==> src/rtl/alu_issue_pkg.sv <==
// Shared ALU control encodings and RV32I opcode constants for the issue stage and the ALU.
package alu_issue_pkg;

  localparam int unsigned ALU_CTRL_WIDTH = 3;

  typedef enum logic [ALU_CTRL_WIDTH-1:0] {
    ALU_ADD  = 3'b000,
    ALU_SLT  = 3'b010,
    ALU_SLTU = 3'b011,
    ALU_XOR  = 3'b100,
    ALU_OR   = 3'b110,
    ALU_AND  = 3'b111
  } alu_ctrl_e;

  localparam logic [6:0] OP     = 7'b0110011;
  localparam logic [6:0] OP_IMM = 7'b0010011;
  localparam logic [6:0] LUI    = 7'b0110111;

  localparam logic [6:0] FUNCT7_BASE = 7'b0000000;

  // funct3 values that the ALU implements directly (shifts are excluded)
  function automatic logic funct3_supported(input logic [2:0] f3);
    return (f3 == ALU_ADD) || (f3 == ALU_SLT) || (f3 == ALU_SLTU) ||
           (f3 == ALU_XOR) || (f3 == ALU_OR)  || (f3 == ALU_AND);
  endfunction

endpackage

==> src/rtl/alu_issue_decode.sv <==
// Combinational decode of OP / OP-IMM (and optionally LUI, macro ALU_ISSUE_LUI_EN)
// into ALU operand selects, immediate and control.
module alu_issue_decode
  import alu_issue_pkg::*;
#(
  parameter int unsigned XLEN           = 32,
  parameter int unsigned REG_ADDR_WIDTH = 5
) (
  input  logic [31:0]               instr,
  output logic                      legal,
  output logic [ALU_CTRL_WIDTH-1:0] ctrl,
  output logic                      use_imm,
  output logic [XLEN-1:0]           imm,
  output logic                      zero_din0,
  output logic [REG_ADDR_WIDTH-1:0] rd
);

  logic [6:0]     opcode;
  logic [2:0]     funct3;
  logic [6:0]     funct7;
  logic [XLEN-1:0] i_imm;
  logic [XLEN-1:0] u_imm;

  assign opcode = instr[6:0];
  assign funct3 = instr[14:12];
  assign funct7 = instr[31:25];
  assign rd     = instr[7 +: REG_ADDR_WIDTH];
  assign i_imm  = XLEN'($signed(instr[31:20]));
  assign u_imm  = XLEN'($signed({instr[31:12], 12'b0}));

  always_comb begin
    legal     = 1'b0;
    ctrl      = ALU_ADD;
    use_imm   = 1'b0;
    imm       = i_imm;
    zero_din0 = 1'b0;
    case (opcode)
      OP: begin
        legal = funct3_supported(funct3) && (funct7 == FUNCT7_BASE);
        ctrl  = funct3;
      end
      OP_IMM: begin
        legal   = funct3_supported(funct3);
        ctrl    = funct3;
        use_imm = 1'b1;
      end
      LUI: begin
        // operand selects are set in both builds; only legality depends on the macro
`ifdef ALU_ISSUE_LUI_EN
        legal     = 1'b1;
`else
        legal     = 1'b0;
`endif
        ctrl      = ALU_ADD;
        use_imm   = 1'b1;
        imm       = u_imm;
        zero_din0 = 1'b1;
      end
      default: legal = 1'b0;
    endcase
  end

endmodule

==> src/rtl/alu_issue.sv <==
// Issue stage for the registered-output ALU: operand/control issue register, writeback
// tracking two edges after acceptance, illegal pulse and counter. Optional LUI: ALU_ISSUE_LUI_EN.
module alu_issue
  import alu_issue_pkg::*;
#(
  parameter int unsigned XLEN           = 32,
  parameter int unsigned REG_ADDR_WIDTH = 5
) (
  input  logic                      clk,
  input  logic                      nreset,
  input  logic                      in_valid,
  output logic                      in_ready,
  input  logic [31:0]               in_instr,
  output logic [REG_ADDR_WIDTH-1:0] rs1_addr,
  output logic [REG_ADDR_WIDTH-1:0] rs2_addr,
  input  logic [XLEN-1:0]           rs1_data,
  input  logic [XLEN-1:0]           rs2_data,
  input  logic                      hold,
  output logic [XLEN-1:0]           alu_din_0,
  output logic [XLEN-1:0]           alu_din_1,
  output logic [ALU_CTRL_WIDTH-1:0] alu_ctrl,
  output logic                      wb_valid,
  output logic [REG_ADDR_WIDTH-1:0] wb_rd,
  output logic                      illegal,
  output logic [7:0]                illegal_cnt
);

  logic                      dec_legal;
  logic [ALU_CTRL_WIDTH-1:0] dec_ctrl;
  logic                      dec_use_imm;
  logic [XLEN-1:0]           dec_imm;
  logic                      dec_zero_din0;
  logic [REG_ADDR_WIDTH-1:0] dec_rd;

  logic                      accept;
  logic                      issue;
  logic                      reject;
  logic                      iss_valid;
  logic [REG_ADDR_WIDTH-1:0] iss_rd;

  assign in_ready = !hold;
  assign rs1_addr = in_instr[15 +: REG_ADDR_WIDTH];
  assign rs2_addr = in_instr[20 +: REG_ADDR_WIDTH];

  alu_issue_decode #(
    .XLEN           (XLEN),
    .REG_ADDR_WIDTH (REG_ADDR_WIDTH)
  ) u_decode (
    .instr     (in_instr),
    .legal     (dec_legal),
    .ctrl      (dec_ctrl),
    .use_imm   (dec_use_imm),
    .imm       (dec_imm),
    .zero_din0 (dec_zero_din0),
    .rd        (dec_rd)
  );

  assign accept = in_valid && in_ready;
  assign issue  = accept && dec_legal;
  assign reject = accept && !dec_legal;

  // Issue register: only a legal acceptance reloads operands; otherwise the ALU
  // recomputes the stale value, which is never written back.
  always_ff @(posedge clk or negedge nreset) begin
    if (!nreset) begin
      alu_din_0 <= '0;
      alu_din_1 <= '0;
      alu_ctrl  <= ALU_ADD;
      iss_rd    <= '0;
      iss_valid <= 1'b0;
    end else begin
      iss_valid <= issue && (dec_rd != '0);
      if (issue) begin
        alu_din_0 <= dec_zero_din0 ? '0 : rs1_data;
        alu_din_1 <= dec_use_imm ? dec_imm : rs2_data;
        alu_ctrl  <= dec_ctrl;
        iss_rd    <= dec_rd;
      end
    end
  end

  // Writeback stage lines up with the ALU's registered result
  always_ff @(posedge clk or negedge nreset) begin
    if (!nreset) begin
      wb_valid <= 1'b0;
      wb_rd    <= '0;
    end else begin
      wb_valid <= iss_valid;
      wb_rd    <= iss_rd;
    end
  end

  always_ff @(posedge clk or negedge nreset) begin
    if (!nreset) begin
      illegal     <= 1'b0;
      illegal_cnt <= '0;
    end else begin
      illegal <= reject;
      if (reject && (illegal_cnt != '1)) illegal_cnt <= illegal_cnt + 8'd1;
    end
  end

endmodule

==> config.mk <==
export PLATFORM = sky130hd
export DESIGN_NAME = alu_issue
export DESIGN_NICKNAME = d
export VERILOG_FILES = /design/src/rtl/alu_issue_pkg.sv /design/src/rtl/alu_issue_decode.sv /design/src/rtl/alu_issue.sv
export SDC_FILE = /design/constraint.sdc
export NUM_CORES = 1
export LEC_CHECK = 0
export ABC_AREA = 1
export CAP_MARGIN = 20
export CORE_MARGIN = 2
export CORE_UTILIZATION = 45
export DETAILED_ROUTE_END_ITERATION = 8
export GPL_ROUTABILITY_DRIVEN = 0
export GPL_TIMING_DRIVEN = 0
export PLACE_DENSITY_LB_ADDON = 0.25
export SLEW_MARGIN = 20
export SYNTH_ARGS = -nofsm -noshare
export SYNTH_HDL_FRONTEND = slang
export SYNTH_SLANG_ARGS = --single-unit
==> constraint.sdc <==
create_clock -name clk -period 2.2 [get_ports clk]
set_input_delay 0.44 -clock clk [delete_from_list [all_inputs] [get_ports clk]]
set_output_delay 0.44 -clock clk [all_outputs]
set_load 0.03 [all_outputs]
==> flow_metrics.py <==
metrics = {
    "timing": {
        "setup_violations": 0,
        "period_minus_slack_ns": 2.15,
        "tns_ns": 0,
        "fmaxAchievable_mhz": 466,
        "final-max-slew-violation-count": 0,
        "holdWs_ns": 0.0132,
        "max_slew_margin_pct": 59.0,
        "hold_viol_final": 0,
        "fin_crit_sh_pct": 97.6,
        "rsz0062_at_grt": "no",
        "worst_slew_pin_slew_ns": 0.612,
        "skew_ns": 0.00798,
        "worst_slack_ns": 0.0526,
    },
    "cts": {
        "clock_sinks": 88,
        "h-tree-depth": 3,
        "path_clk_slew_ns": 0.10,
        "cts_setup_buffers": 0,
        "clkLatencyLatePin_ns": 0.36,
        "clk_path_buf_depth": 2,
        "cts_tree": "built",
        "clock-root-buffer": "clkbuf_8",
        "cts_made_buffers": 9,
    },
    "job": {
        "drv_cap": 0,
    },
    "yosys": {
        "postSynthCellCount": 525,
        "ys_ff_latch": 88,
        "synth_nets": 626,
        "ys_seq_area_share_pct": 52.6,
        "yosysUniqueCellTypes": 23,
        "ys.warnings.count": 0,
        "synth_area_sq_um": 4180,
        "netlist.area_leader.share_pct": 52.6,
        "synth_area_leader_cell": "dfrtp_1",
        "synth_area_per_cell_sq_um": 7.97,
        "synth_area_leaders": "dfrtp_1 (53%), nand2_1 (19%), nand3_1 (11%), o21ai_1 (3.5%), buf_4 (2.0%)",
    },
    "cells_and_area": {
        "layout_commonest_cell": "nand2_1",
        "fillers": 758,
        "final_nets": 830,
        "final_core_util_pct": 71.1,
        "diodes": 0,
        "multiInputGateArea_sq_um": 1670,
        "stdcell_count": 845,
        "seqCellArea_sq_um": 2200,
        "fin_area_sq_um": 6470,
        "area_growth_pct": 54.7,
        "final_cell_mix": "nand2_1 (214), clkdlybuf4s50_1 (186), nand3_1 (95), dfrtp_1 (88), o21ai_1 (29)",
        "drive_gt1_share_pct": 6.81,
    },
    "setup_path": {
        "path_delay_family": "buffers and inverters",
        "cp.required_ns": 1.76,
        "r2r_cells": 8,
        "cp-start-kind": "primary input",
        "endpoint_kind": "primary output",
        "crit_type": "in -> out",
        "rr_endpoint": "illegal_cnt[4]",
        "cp.depth": 3,
        "crit_chain": "clkdlybuf4s50_1, buf_4, clkdlybuf4s50_1",
        "slowest_stage": "clkdlybuf4s50_1",
        "cp_max_fo": 2,
        "crit_start": "in_instr[16]",
        "r2r_start": "illegal_cnt[0]",
        "path_common_cell": "clkdlybuf4s50_1",
        "worstPathBufferInverterCount": 3,
        "arrival_ns": 1.71,
        "rrSetupSlack_ns": 0.49,
        "critPathMaxStageDelay_ns": 0.65,
        "crit_end": "rs1_addr[1]",
    },
    "die": {
        "fp.dieW_microns": 100,
        "io_pins": 193,
        "core_sq_um": 9110,
        "start_util_pct": 45.9,
        "dieArea_sq_um": 10100,
        "fp.dieH_microns": 100,
        "rows": 35,
    },
    "global_route": {
        "grt.total_usage_pct": 26.7,
        "grt_max_degree": 56,
        "grt_overflow": 0,
        "grt_pass1_wl_microns": 21200,
        "antenna_found_initial": 0,
        "grt_pass1_vias": 4338,
    },
    "place": {
        "dp.cells": 829,
        "pre_cts_ws_ns": -0.130,
        "dp_hpwl_microns": 9910,
        "numPortBuffers": 192,
        "dpl-instance-area_sq_um": 6270,
    },
    "drt": {
        "drc_errors": 0,
        "dr.pass1.iters": 5,
        "drt-initial-drc-count": 254,
        "vias": 4374,
        "wl_microns": 13000,
        "wl_per_cell_microns": 15.4,
        "antenna_left": 0,
        "avgViaCountPerCell": 5.18,
    },
    "power": {
        "p_per_area_nw_per_um2": 583,
        "p_int_mw": 2.65,
        "p_sw_mw": 1.12,
        "power_leakage_nw": 3.20,
        "power_mw": 3.78,
        "peakVddDrop_mv": 0.491,
        "p_sw_share_pct": 29.7,
        "pwr-share-seq_pct": 47.0,
        "share_comb_of_total_power_pct": 22.2,
        "clkPwrFrac_pct": 30.9,
    },
    "outcome": {
        "status": "finished, final reports clean",
    },
    "min_path": {
        "holdCritPathClass": "in -> async",
    },
}
==> sequential cells by signal, summed over array words and instances, names as in the netlist <==
register,count
wb_rd,5
iss_valid,1
alu_din_1,32
illegal_cnt,8
alu_ctrl,3
iss_rd,5
wb_valid,1
alu_din_0,32
illegal,1
==> final cells by class <==
| class | instances | share of cell area [%] |
|---|---|---|
| plain buffers | 43 | 4.00 |
| clock buffers | 10 | 1.97 |
| clock inverters | 6 | 1.14 |
| inverters | 13 | 0.754 |
| multi-input cells | 381 | 25.9 |
| flip-flops and latches | 88 | 34.0 |
| well taps | 111 | 2.15 |
| repair buffers | 193 | 30.1 |
==> cells in the mapped netlist (all sizes together) <==
cell / n
nand4: 2
ha: 1
inv: 12
nor3: 2
xnor2: 3
dfrtp: 88
buf: 26
o21ai: 42
clkinv: 1
nand2: 216
nor2: 15
nand3b: 1
clkbuf: 17
xor2: 3
a21oi: 1
nand3: 95
==> repair_timing <==
action	in CTS	in global routing
setup endpoints to repair	3	2
gates resized for setup	3	2
hold buffers	0	0
==> how the worst min path moves through the flow <==
stage	startpoint	slack [ns]	cells past startpoint	endpoint
3_5_place_dp	iss_valid	0.35	0	wb_valid
4_1_cts	nreset	0.02	1	alu_din_0[4]
5_1_grt	nreset	0.04	1	alu_din_0[2]
3_3_place_gp	iss_valid	0.34	0	wb_valid
6_report	nreset	0.01	1	alu_din_0[4]
2_1_floorplan	nreset	0.14	0	alu_ctrl[0]
==> worst reg2reg max path, cell delays in order, from the launching register on <==
cell and delay, ns:
dfrtp_1 0.44, ha_1 0.24, nand3_1 0.12, nor2_1 0.08
nand3_1 0.10, inv_1 0.06, nor2_1 0.42, nand2_1 0.13
nand2_1 0.09
==> power groups by stage <==
stage                     sequential [mW]  clock (mW)  combinational [mW]
final                                1.77        1.17               0.837
after global routing                 1.79        1.24               0.898
after CTS                            1.77        1.18               0.844
after detailed placement             1.80           0               0.842
after global placement               1.80           0               0.820
after floorplan                      1.96           0               0.212
==> logic make-up after synthesis <==
logic type	share of synthesized area (%)
simple gates	33.0
flops	52.6
buf+inv	7.36
compound gates	5.41
xor+xnor	1.26
fa+ha+maj	0.299
==> layer usage <==
metal	wire, microns	track usage (%)	vias up
li1	-	-	2096
met1	5350	33.9	2043
met2	6380	45.1	214
met3	1010	4.94	21
met4	234	10.4	0
met5	0	0	-
No activity file was read; power rests on OpenSTA's default activity.
